$ cat config.mk
export PLATFORM = sky130hd
export DESIGN_NAME = dot_acc
export DESIGN_NICKNAME = d
export VERILOG_FILES = /design/src/rtl/dot_acc.sv
export SDC_FILE = /design/constraint.sdc
export NUM_CORES = 1
export LEC_CHECK = 0
export BUFFER_PORTS_ARGS = -buffer_cell sky130_fd_sc_hd__clkbuf_2
export CAP_MARGIN = 10
export CORE_AREA = 5 5 90 92
export CTS_BUF_LIST = sky130_fd_sc_hd__clkbuf_4 sky130_fd_sc_hd__clkbuf_8
export CTS_CLUSTER_SIZE = 16
export DETAILED_ROUTE_END_ITERATION = 8
export DIE_AREA = 0 0 95 97
export GPL_TIMING_DRIVEN = 0
export SYNTH_ARGS = -nofsm -noshare
export SYNTH_HDL_FRONTEND = slang
export SYNTH_SLANG_ARGS = --single-unit
$ cat constraint.sdc
create_clock -name clock -period 9.3 [get_ports clock]
set_clock_uncertainty 0.1 [all_clocks]
set_input_delay 0.465 -clock clock [delete_from_list [all_inputs] [get_ports clock]]
set_output_delay 0.465 -clock clock [all_outputs]
set_load 0.1 [all_outputs]
$ cat src/rtl/dot_acc.sv
// Group accumulator for the dot datapath: sums LEN signed samples, then
// rounds, arithmetic-shifts and saturates the sum into a single-entry output register.
module dot_acc #(
  parameter int LEN   = 4,
  parameter int SHIFT = 2
) (
  input  logic       clock,
  input  logic       reset,
  input  logic       clear,
  input  logic       in_valid,
  input  logic [7:0] in_data,
  output logic       in_ready,
  output logic       out_valid,
  input  logic       out_ready,
  output logic [7:0] out_data,
  output logic       out_sat
);

  // Handshakes: a transfer happens on a rising clock edge where valid && ready;
  // valid never waits on ready, and out_data/out_sat hold while out_valid && !out_ready.

  localparam int CW = (LEN > 1) ? $clog2(LEN) : 1;
  localparam logic [CW-1:0] CNT_LAST = CW'(LEN - 1);
  localparam logic [16:0]   RND      = (17'd1 << SHIFT) >> 1;

  logic [CW-1:0]      cnt_q, cnt_d;
  logic signed [15:0] acc_q, acc_d;
  logic               out_valid_q, out_valid_d;
  logic [7:0]         out_data_q, out_data_d;
  logic               out_sat_q, out_sat_d;

  logic               is_last;
  logic               accept;
  logic signed [15:0] sum_w;
  logic signed [16:0] rnd_w;
  logic signed [16:0] q_w;
  logic [7:0]         sat_data_w;
  logic               sat_flag_w;

  assign is_last  = (cnt_q == CNT_LAST);
  // Only the last sample of a group can be blocked by an unconsumed result.
  assign in_ready = !clear && !(is_last && out_valid_q && !out_ready);
  assign accept   = in_valid && in_ready;

  assign sum_w = acc_q + {{8{in_data[7]}}, in_data};
  assign rnd_w = $signed({sum_w[15], sum_w}) + $signed(RND);
  assign q_w   = rnd_w >>> SHIFT;

  always_comb begin
    sat_data_w = q_w[7:0];
    sat_flag_w = 1'b0;
    if (q_w > 17'sd127) begin
      sat_data_w = 8'h7f;
      sat_flag_w = 1'b1;
    end else if (q_w < -17'sd128) begin
      sat_data_w = 8'h80;
      sat_flag_w = 1'b1;
    end
  end

  always_comb begin
    cnt_d       = cnt_q;
    acc_d       = acc_q;
    out_valid_d = out_valid_q;
    out_data_d  = out_data_q;
    out_sat_d   = out_sat_q;

    if (out_valid_q && out_ready) begin
      out_valid_d = 1'b0;
    end

    if (clear) begin
      cnt_d = '0;
      acc_d = '0;
    end else if (accept) begin
      if (is_last) begin
        cnt_d       = '0;
        acc_d       = '0;
        out_valid_d = 1'b1;
        out_data_d  = sat_data_w;
        out_sat_d   = sat_flag_w;
      end else begin
        cnt_d = cnt_q + 1'b1;
        acc_d = sum_w;
      end
    end
  end

  always_ff @(posedge clock or posedge reset) begin
    if (reset) begin
      cnt_q       <= '0;
      acc_q       <= '0;
      out_valid_q <= 1'b0;
      out_data_q  <= '0;
      out_sat_q   <= 1'b0;
    end else begin
      cnt_q       <= cnt_d;
      acc_q       <= acc_d;
      out_valid_q <= out_valid_d;
      out_data_q  <= out_data_d;
      out_sat_q   <= out_sat_d;
    end
  end

  assign out_valid = out_valid_q;
  assign out_data  = out_data_q;
  assign out_sat   = out_sat_q;

endmodule

* Word-level counts from Yosys, hierarchy flattened
Cells that the tools add are included.
Storage, ports and cells: bits of input ports 13, register bits 28, output and inout bits 11, word-level logic and storage cells 36
Cells by class: multiplexer cells 14, bitwise logic cells 1, order comparisons 2, add/subtract/negate cells 3, reductions and logical operators 10, eq/ne operators 1
Operators by type and width (count):
- two-way mux 16 bit | 3
- adder 16 x 3 -> 17 bit (second input constant) | 1
- adder 16 bit | 1
- two-way mux 8 bit | 2
- greater-than comparator 15 x 8 -> 1 bit (second input constant) | 1
- < comparator 15 x 8 -> 1 bit (second input constant) | 1
- two-way mux 1 bit | 6
- two-way mux 2 bit | 3
- logical AND 1 bit | 5
- zero test 1 bit | 3
- AND reduction 3 bit | 1
- adder 2 x 1 -> 2 bit (second input constant) | 1
- equality test 2 bit (second input constant) | 1
- nonzero test 2 bit | 1
- NOT 1 bit | 1

* Logic depth before layout (Yosys ltp)
Gate-level depths: netlist of the first run.
word-level depth 8, mapped depth 13, depth with buffers taken out 12

* Least setup slack after synthesis of the first run
No wires, ideal clock.
path kind register to register, start register out_valid_q, in the netlist out_valid, end register out_data_q[0], in the netlist out_data[0], setup slack 5.103 ns, period minus slack after synthesis 4.197 ns, setup time 0.124 ns, required time 9.076 ns, data arrival time 3.974 ns, path buffers 0, stages on the path, launching flop included 7, cells stage by stage dfrtp_1 a31oi_1 and2_1 nand2_1 nor4_1 a41oi_4 o221a_1
On the way: word-level cells in the longest chain between the ends 6
Ends and longest elaborated chain:
- start: declaration | RTL line 28 | logic out_valid_q, out_valid_d;
- start signal: assignment | RTL line 99 | out_valid_q <= out_valid_d;
- logical AND 1 bit (2 in a row) | RTL line 42 | assign in_ready = !clear && !(is_last && out_valid_q && !out_ready);
- zero test 1 bit | RTL line 42
- logical AND 1 bit | RTL line 42
- named net in_ready | RTL line 12 | output logic in_ready,
- logical AND 1 bit | RTL line 43 | assign accept = in_valid && in_ready;
- AND reduction 3 bit (no line)
- end signal: assignment | RTL line 100 | out_data_q <= out_data_d;
- end: declaration | RTL line 29 | logic [7:0] out_data_q, out_data_d;
The timed path passes the listed nets, and every way through them passes these cells. A chain may end at the register's enable or synchronous reset.

* Final worst setup path of the first run
start register acc_q[0], end register out_data_q[6], in the netlist out_data[6]
On the way: word-level cells in the longest chain between the ends 5, elaborated cells between the ends (all ways) 6, classes of those cells 2 x add/sub; 2 x order compare; 2 x mux
Ends and longest elaborated chain:
- start: declaration | RTL line 27 | logic signed [15:0] acc_q, acc_d;
- start signal: assignment | RTL line 92 | acc_q <= '0;
- start signal: assignment | RTL line 98 | acc_q <= acc_d;
- adder 16 bit * | RTL line 45 | assign sum_w = acc_q + {{8{in_data[7]}}, in_data};
- adder 16 x 3 -> 17 bit * | RTL line 46 | assign rnd_w = $signed({sum_w[15], sum_w}) + $signed(RND);
- < comparator 15 x 8 -> 1 bit | RTL line 55 | end else if (q_w < -17'sd128) begin
- two-way mux 8 bit | RTL line 55
- two-way mux 8 bit * | RTL line 52 | if (q_w > 17'sd127) begin
Every way passes the cells marked *; elsewhere a longest branch is shown, timed or not.

==> Implementation_results.wiki, run 1 <==
{| class="wikitable"
! Metric !! Value
|-
| Status || finished, final reports clean
|-
| Number of buffers inserted during clock tree synthesis || 3
|-
| Portion of the clock cycle consumed by the worst path in the final layout || between 40% and 50%
|-
| Post-Syn Area per Cell || about 9.4 sq um
|-
| Data arrival, critical path || between 4000 and 5000 ps
|-
| Fmax || between 200 and 300 MHz
|-
| Synth-to-Final Area Change || 12.0%
|-
| Hold buffer count at cts || 0
|-
| Post-route DRC || 0
|-
| Setup Slack @ Placement || roughly 5200 ps
|-
| Start of the worst register-to-register path || acc_q[0]
|-
| Unrepaired setup endpoints after global routing || false
|-
| Buffers added on ports || 23
|-
| Maximum number of pins on one net before global-route repair || 29
|-
| Post-Synthesis Cells || 261
|-
| Total detailed-routing wirelength || roughly 5900 um
|-
| CP Cell Sequence || ha_1 -> fa_1 -> xor2_1 -> ha_1 -> o21ai_0 -> nor4_4 -> nand4_2 -> or3_1 -> buf_6 -> mux2i_1 -> a21boi_1 -> o311ai_4 -> o221a_1
|-
| Internal power consumption || 0.326 mW
|-
| Final nets || 320
|-
| Type of element capturing the critical path || flip-flop
|-
| Start point of the critical path || acc_q[0]
|-
| Maximum capacitance violations || 0
|-
| First-iteration detailed-routing DRC count || between 60 and 70
|-
| Largest driver fanout on the critical path || 7
|-
| Max-slew violation total from the final report || 0
|-
| Normalized max-slew margin || between 20% and 30%
|-
| Netlist area before placement || 2460 sq um
|-
| Maximum level of the CTS H-tree || 1
|-
| Via/cell ratio || 5.47
|-
| Number of core rows || 31
|-
| Type of element launching the critical path || flip-flop
|-
| DRT Pass-1 Iters || 4
|-
| Number of synthesized register bits || 28
|-
| Fraction of power spent switching nets || a little over half
|-
| Ratio of cells with drive above 1 in the final layout || around 18%
|-
| # resized after CTS || 0
|-
| Number of vias after detailed routing || between 2k and 2.5k
|-
| Via count of the first global-routing pass || around 2.1k
|-
| Global-route usage over all layers || between 10% and 20%
|-
| Remaining global-route overflow || 0
|-
| Post-synthesis cell type count || 60
|-
| Prevailing post-synth register cell || sky130_fd_sc_hd__dfrtp_1
|-
| Most used cell along the critical path || sky130_fd_sc_hd__ha_1
|-
| EDFF count, synth || 0
|-
| Die Outline Area || around 9000 sq um
|-
| VDD IR max || between 0.2 and 0.3 mV
|-
| Clock tree from TritonCTS || yes
|-
| Data required time at the worst endpoint || approximately 9400 ps
|-
| Buffering stage count on the worst path with inverters included || 1
|-
| Clock Pin Slew Worst Setup and Hold Paths || 100 ps
|-
| Post-CTS setup-driven buffer insertion count || 0
|-
| Post-synth top area share || between 20% and 30%
|-
| Io pins || 24
|-
| Count of synthesis-stage warnings from yosys || 0
|-
| ANT nets after route || 0
|-
| Switching power of the nets || 0.383 mW
|-
| Clock Sink Count || 28
|-
| Die Ht || between 90 and 100 um
|-
| Leakage power summed over all cells || 1.19 nW
|-
| Clock Latency Late Sink || 270 ps
|-
| RD Place Congestion || roughly 0.79
|-
| Clock tree buffer depth || 2
|-
| Total inserted antenna cells || 0
|-
| Core Region || just over 7000 sq um
|-
| Tmin final || 3930 ps
|-
| Final-report setup violation count || 0
|-
| Share of total power in combinational logic || 65.1%
|-
| Synth area leaders || sky130_fd_sc_hd__dfrtp_1 28%, sky130_fd_sc_hd__ha_1 8.7%, sky130_fd_sc_hd__nand2_1 4.1%, sky130_fd_sc_hd__o21ai_0 4.1%, sky130_fd_sc_hd__o221a_1 3.2%
|-
| Number of antenna violations at the first check in global routing || 0
|-
| Post-synthesis net count || 292
|-
| Slowest Stage Delay on Critical Path || between 400 and 500 ps
|-
| Detailed placement HPWL || ~4700 um
|-
| Power per unit of standard cell area || 258 nW/um^2
|-
| Sequential-to-total area share from yosys stat || 28.5%
|-
| Buffer type at the clock tree root || sky130_fd_sc_hd__clkbuf_8
|-
| Starting utilization of the core area || about 34%
|-
| Crit-path leading delay family || compound AO/OA/AOI/OAI gates
|-
| Post-Route Setup TNS || 0 ps
|-
| Worst slew pin tran || between 1000 and 1500 ps
|-
| Fin worst setup slack || 5370 ps
|-
| Path type of the worst setup path || flip-flop to flip-flop
|-
| Highest-delay cell along the critical path || sky130_fd_sc_hd__o311ai_4
|-
| Wire length per cell || between 15 and 20 um
|-
| Library cell occupying the most area in the post-synthesis netlist || sky130_fd_sc_hd__dfrtp_1
|-
| Global-route wire length before repair || roughly 10000 um
|-
| Die X || about 95 um
|-
| Sequential power share || approximately 24%
|-
| Class of the most critical hold timing path || input pin to asynchronous set/reset pin
|-
| Final number of hold-violating endpoints || 0
|-
| Clock network fraction of total power || a little over a tenth
|-
| Share of flip-flops with an asynchronous set or reset || 100%
|}
## synth_stat cells (5+ instances only)
library cell	instances
sky130_fd_sc_hd__dfrtp_1	28
sky130_fd_sc_hd__nand2_1	27
sky130_fd_sc_hd__o21ai_0	20
sky130_fd_sc_hd__nor2_1	18
sky130_fd_sc_hd__ha_1	17
sky130_fd_sc_hd__a21oi_1	12
sky130_fd_sc_hd__nand3_1	10
sky130_fd_sc_hd__a22o_1	8
sky130_fd_sc_hd__xor2_1	8
sky130_fd_sc_hd__inv_1	7
sky130_fd_sc_hd__o221a_1	7
sky130_fd_sc_hd__nor3_1	6
sky130_fd_sc_hd__xnor2_1	6
sky130_fd_sc_hd__nand2b_1	5
sky130_fd_sc_hd__o211ai_1	5
sky130_fd_sc_hd__o21a_1	5
## cell families after synthesis
kind of cell,count (synthesis),synth area share (%)
simple gates,93,20.9
compound gates,87,30.3
flops,28,28.5
fa+ha+maj,18,9.47
xor+xnor,15,5.65
buf+inv,14,2.60
mux,6,2.54
## power by group through the flow
stage | clock network [mW] | logic (mW) | registers (mW)
2_1_floorplan | 0 | 0.263 | 0.284
3_3_place_gp | 0 | 0.455 | 0.173
3_5_place_dp | 0 | 0.459 | 0.174
4_1_cts | 0.0778 | 0.461 | 0.172
5_1_grt | 0.0820 | 0.500 | 0.175
6_report | 0.0764 | 0.462 | 0.171
## final cells by class
| type | instances | area, sq um |
|---|---|---|
| Buffer | 7 | 37.5 |
| Clock buffer | 4 | 55.1 |
| Fill cell | 735 | 4380 |
| Inverter | 7 | 26.3 |
| Multi-Input combinational cell | 219 | 1690 |
| Sequential cell | 28 | 701 |
| Tap cell | 99 | 124 |
| Timing Repair Buffer | 23 | 115 |
## state kept, by name, indices dropped and copies added, names as in the netlist
| register | count |
|---|---|
| out_sat | 1 |
| acc_q | 16 |
| out_data | 8 |
| out_valid | 1 |
| cnt_q | 2 |
## layer usage
layer,vias to the layer above,part of all wire (%),GRT usage [%]
li1,1059,-,-
met1,1026,48,18.1
met2,27,49,23.2
met3,6,1.5,1.16
met4,0,1.2,3.22
met5,-,0,0
## worst paths after layout
kind                               end  slack (ps)  cells after the start
hold / removal                cnt_q[0]         310                      2
min in group clock           out_valid         360                      3
setup / recovery           out_data[6]        5370                     13
hold reg to reg              acc_q[13]         390                      2
max in group asynchronous     acc_q[1]        8150                      2
setup reg to reg           out_data[6]        5370                     13
## worst register-to-register path, cell delays in order (launching register included)
cell                       delay, ps
sky130_fd_sc_hd__dfrtp_1         390
sky130_fd_sc_hd__ha_1            240
sky130_fd_sc_hd__fa_1            450
sky130_fd_sc_hd__xor2_1          270
sky130_fd_sc_hd__ha_1            240
sky130_fd_sc_hd__o21ai_0         160
sky130_fd_sc_hd__nor4_4          290
sky130_fd_sc_hd__nand4_2         220
sky130_fd_sc_hd__or3_1           370
sky130_fd_sc_hd__buf_6           140
sky130_fd_sc_hd__mux2i_1         120
sky130_fd_sc_hd__a21boi_1        140
sky130_fd_sc_hd__o311ai_4        470
sky130_fd_sc_hd__o221a_1         270
## metrics by stage
stage               instance area (sq um)  total power, mW  std cells  hold WS [ps]  utilization [%]
floorplan                            2460            0.547        261           354                -
global placement                     2700            0.628        383           370             37.8
detailed placement                   2700            0.632        383           377             37.8
CTS                                  2750            0.711        387           354             38.6
global route                         2750            0.757        387           365             38.6
finish                               2750            0.709        387           313             38.6
## cells in the final DEF, fill, tap and decap left out, types with 3 or more instances in the layout
master,netlist,routed
sky130_fd_sc_hd__clkbuf_2,0,23
sky130_fd_sc_hd__nand2_1,27,27
sky130_fd_sc_hd__mux2i_1,4,4
sky130_fd_sc_hd__a21oi_1,12,12
sky130_fd_sc_hd__nor3_1,6,6
sky130_fd_sc_hd__nand2b_1,5,5
sky130_fd_sc_hd__o221a_1,7,7
sky130_fd_sc_hd__o21ai_0,20,20
sky130_fd_sc_hd__o211ai_1,5,5
sky130_fd_sc_hd__xnor2_1,6,6
sky130_fd_sc_hd__or3_1,3,3
sky130_fd_sc_hd__o21a_1,5,5
sky130_fd_sc_hd__a22o_1,8,8
sky130_fd_sc_hd__a211oi_1,4,4
sky130_fd_sc_hd__nand3_1,10,10
sky130_fd_sc_hd__clkbuf_8,0,4
sky130_fd_sc_hd__xor2_1,8,8
sky130_fd_sc_hd__ha_1,17,17
sky130_fd_sc_hd__and2_1,4,4
sky130_fd_sc_hd__clkbuf_1,4,4
sky130_fd_sc_hd__inv_1,7,7
sky130_fd_sc_hd__dfrtp_1,28,28
sky130_fd_sc_hd__nor2_1,18,18
Note: power is estimated with default switching activity, not from simulation.
==> inputs of run 2 (changes only) <==
--- a/config.mk
+++ b/config.mk
@@ -5,13 +5,14 @@
 export SDC_FILE = /design/constraint.sdc
 export NUM_CORES = 1
 export LEC_CHECK = 0
+export ABC_AREA = 1
 export BUFFER_PORTS_ARGS = -buffer_cell sky130_fd_sc_hd__clkbuf_2
 export CAP_MARGIN = 10
-export CORE_AREA = 5 5 90 92
+export CORE_AREA = 5 5 97 99
 export CTS_BUF_LIST = sky130_fd_sc_hd__clkbuf_4 sky130_fd_sc_hd__clkbuf_8
 export CTS_CLUSTER_SIZE = 16
 export DETAILED_ROUTE_END_ITERATION = 8
-export DIE_AREA = 0 0 95 97
+export DIE_AREA = 0 0 102 104
 export GPL_TIMING_DRIVEN = 0
 export SYNTH_ARGS = -nofsm -noshare
 export SYNTH_HDL_FRONTEND = slang
==> constraint.sdc (replaced) <==
create_clock -name clock -period 3.33 [get_ports clock]
set_clock_uncertainty 0.1 [all_clocks]
set_input_delay 0.1665 -clock clock [delete_from_list [all_inputs] [get_ports clock]]
set_output_delay 0.1665 -clock clock [all_outputs]
set_load 0.1 [all_outputs]
==> run 2 against run 1 <==
Against the previous run: hold slack lost 150 ps; non-clock buffer count grew 1; sequential power grew to 2.8 times the previous value; utilization shrank 0.64 points; combinational power grew to 2.9 times the previous value.
==> Implementation_results.wiki, run 2 <==
{| class="wikitable"
! Metric !! Value
|-
| Status || finished, final reports clean
|-
| Post-Synthesis Cells || 445
|-
| Number of buffers inserted during clock tree synthesis || 3
|-
| Post-synthesis net count || roughly 480
|-
| Detailed placement HPWL || ~5700 um
|-
| Clock tree buffer depth || 2
|-
| Total inserted antenna cells || 0
|-
| Clock Sink Count || 28
|-
| Die Outline Area || 10600 sq um
|-
| Final number of hold-violating endpoints || 0
|-
| Met3 global-route usage || 1.74%
|-
| Post-detailed-placement cell area || around 3100 sq um
|-
| ANT nets after route || 0
|-
| Worst slack on hold paths || 162 ps
|-
| Core Region || 8470 sq um
|-
| Number of vias after detailed routing || 2716
|-
| RD Place Congestion || around 0.86
|-
| Unrepaired setup endpoints after global routing || false
|-
| Number of core rows || 34
|-
| Total detailed-routing wirelength || between 6000 and 7000 um
|-
| Most used routing layer || met2
|-
| Sequential power share || between 20% and 30%
|-
| Most used cell along the critical path || sky130_fd_sc_hd__nand2_1
|-
| Post-synth top area share || 24.7%
|-
| Type of element capturing the critical path || flip-flop
|-
| Power per unit of standard cell area || approximately 630 nW/um^2
|-
| Slowest Stage Delay on Critical Path || roughly 430 ps
|-
| Via count of the first global-routing pass || roughly 2.6k
|-
| Clock network fraction of total power || between 10% and 20%
|-
| Post-route DRC || 0
|-
| Global-route wire length before repair || between 10000 and 15000 um
|-
| Post-Syn Area per Cell || around 6.4 sq um
|-
| Remaining global-route overflow || 0
|-
| CP Cell Sequence || ha_2 -> fa_2 -> nand2_1 -> nand2_1 -> inv_1 -> ha_1 -> nand3_2 -> nor2_4 -> nand2_2 -> nor2_2 -> nand2_1 -> nand2_1 -> nand2_1 -> inv_1 -> nand3_1 -> nor2_1 -> nand3_1 -> nand2_2 -> nand2_4 -> nor2_1 -> nor2_1
|-
| Ratio of cells with drive above 1 in the final layout || 20.8%
|-
| Fraction of power spent switching nets || 56.2%
|-
| Portion of the clock cycle consumed by the worst path in the final layout || a little over 90%
|-
| Number of synthesized register bits || 28
|-
| Switching power of the nets || between 1 and 1.5 mW
|-
| Leakage power summed over all cells || 1.77 nW
|-
| Ranking of synthesized cells by instance count || 130 x sky130_fd_sc_hd__nand2_1, 59 x sky130_fd_sc_hd__inv_1, 47 x sky130_fd_sc_hd__nand3_1
|-
| Class of the most critical hold timing path || input pin to flip-flop
|-
| Fmax || 331 MHz
|-
| Clock Pin Slew Worst Setup and Hold Paths || roughly 100 ps
|-
| Most instantiated library cell after synthesis || sky130_fd_sc_hd__nand2_1
|-
| Share of flip-flops with an asynchronous set or reset || 100%
|-
| Buffers added on ports || 23
|-
| Normalized max-slew margin || ~62%
|-
| Data required time at the worst endpoint || 3410 ps
|-
| Netlist area before placement || approximately 2800 sq um
|-
| FF-to-FF setup slack || between 300 and 400 ps
|-
| Met1 Usage GRT || 18.1%
|-
| Wire length per cell || between 10 and 15 um
|-
| EDFF count, synth || 0
|-
| Sequential-to-total area share from yosys stat || about 25%
|-
| Prevailing post-synth register cell || sky130_fd_sc_hd__dfrtp_1
|-
| Maximum number of pins on one net before global-route repair || 29
|-
| Worst slew pin tran || approximately 570 ps
|-
| Clock tree from TritonCTS || yes
|-
| Io pins || 24
|-
| Post-Route Setup TNS || 0 ps
|-
| Internal power consumption || 0.889 mW
|-
| Synth-to-Final Area Change || 13.2%
|-
| Highest-delay cell along the critical path || sky130_fd_sc_hd__fa_2
|-
| Count of synthesis-stage warnings from yosys || 0
|-
| Final-report setup violation count || 0
|-
| First-iteration detailed-routing DRC count || approximately 130
|-
| Via/cell ratio || around 4.7
|-
| Die X || just over 100 um
|-
| Library cell occupying the most area in the post-synthesis netlist || sky130_fd_sc_hd__dfrtp_1
|-
| Path type of the worst setup path || flip-flop to flip-flop
|-
| Post-synthesis cell type count || 29
|-
| Synth area leaders || sky130_fd_sc_hd__dfrtp_1 25%, sky130_fd_sc_hd__nand2_1 17%, sky130_fd_sc_hd__nand3_1 8.3%, sky130_fd_sc_hd__inv_1 7.8%, sky130_fd_sc_hd__ha_1 7.5%
|-
| Met2 usage in global routing || between 20% and 30%
|-
| Buffer type at the clock tree root || sky130_fd_sc_hd__clkbuf_8
|-
| DRT Pass-1 Iters || 4
|-
| Share of total power in combinational logic || ~66%
|-
| Type of element launching the critical path || flip-flop
|-
| Max-slew violation total from the final report || 0
|-
| Number of antenna violations at the first check in global routing || 0
|-
| Largest driver fanout on the critical path || 7
|-
| Die Ht || 104 um
|-
| Starting utilization of the core area || approximately a third
|-
| Final standard cell utilization of the core || between 30% and 40%
|-
| Final nets || around 510
|-
| Tmin final || 3030 ps
|-
| Most common cell after layout, fill and taps aside || sky130_fd_sc_hd__nand2_1
|-
| Maximum level of the CTS H-tree || 1
|-
| Post-route cell area || approximately 3200 sq um
|-
| Data arrival, critical path || 3110 ps
|-
| Number of flip-flops in the largest register || 16
|-
| Register bank with the most flops || acc_q
|-
| Maximum capacitance violations || 0
|-
| VDD IR max || a little over 0.4 mV
|-
| Clock Latency Late Sink || about 280 ps
|-
| Commonest non-fill, non-tap cells in the layout || 130 x sky130_fd_sc_hd__nand2_1, 59 x sky130_fd_sc_hd__inv_1, 47 x sky130_fd_sc_hd__nand3_1, 44 x sky130_fd_sc_hd__nor2_1, 28 x sky130_fd_sc_hd__dfrtp_1
|-
| Global-route usage over all layers || between 10 and 15%
|}
==> run 2: cell types whose count changed after synthesis, moves of 8 or more <==
| cell | delta |
|---|---|
| sky130_fd_sc_hd__nand2_2 | +21 |
| sky130_fd_sc_hd__nand2_1 | +103 |
| sky130_fd_sc_hd__nor2_1 | +26 |
| sky130_fd_sc_hd__nand3_1 | +37 |
| sky130_fd_sc_hd__a22o_1 | -8 |
| sky130_fd_sc_hd__inv_2 | +10 |
| sky130_fd_sc_hd__inv_1 | +52 |
| sky130_fd_sc_hd__nor2_2 | +9 |
==> run 2: power by group through the flow <==
stage	logic, mW	registers (mW)	clock network [mW]
CTS	1.34	0.472	0.225
floorplan	0.761	0.809	0
global route	1.49	0.482	0.234
finish	1.34	0.472	0.218
detailed placement	1.33	0.480	0
global placement	1.32	0.475	0
==> run 2: area by class of cell <==
type,count,area [sq um]
buffer,4,15.0
clock buffer,4,55.1
tap,108,135
multi-input combinational,343,1870
timing repair buffer,27,170
inverter,70,263
fill,924,5260
sequential,28,701
==> run 2: routing by layer <==
layer / vias to the layer above / share of wire [%] / wire length, um
met1: 1214 / 47 / 3230
met3: 2 / 3.3 / 225
met4: 0 / 0.088 / 6
met2: 29 / 50 / 3400
met5: - / 0 / 0
li1: 1471 / - / -
==> run 2: final timing paths <==
path / cells after the start / from / endpoint
max in group asynchronous: 4 / reset / acc_q[4]
min in group asynchronous: 3 / reset / acc_q[14]
max: 21 / acc_q[0] / out_data[2]
min reg2reg: 2 / out_sat / out_sat
max reg2reg: 21 / acc_q[0] / out_data[2]
min: 3 / in_data[0] / acc_q[0]
==> run 2: kinds of logic (layout without fill, tap and decap cells) <==
group / Yosys count / count (layout) / share of synthesized area, %
simple gates: 288 / 288 / 49.4
buf+inv: 74 / 105 / 9.79
compound gates: 31 / 31 / 6.09
flops: 28 / 28 / 24.7
fa+ha+maj: 18 / 18 / 8.20
xor+xnor: 6 / 6 / 1.85
==> run 2: through the flow <==
stage               setup slack [ps]  power [mW]  cells
global route                    8.20        2.20    584
CTS                              163        2.04    581
global placement                 219        1.80    576
finish                           304        2.03    584
floorplan                        294        1.57    445
detailed placement               190        1.81    576
==> run 2: repair_timing <==
action,4_1_cts,5_1_grt
endpoints found under the setup margin,0,8
resized for setup,0,3
endpoints found under the hold margin,1,11
hold buffers,1,1
setup buffers,0,1
==> run 2: critical path: cells and delay by family (launching register included) <==
kind | cells | cell delay [ps]
and+or+nand+nor | 16 | 1450
adders and majority gates | 3 | 830
DFF | 1 | 400
buffers and inverters | 2 | 140
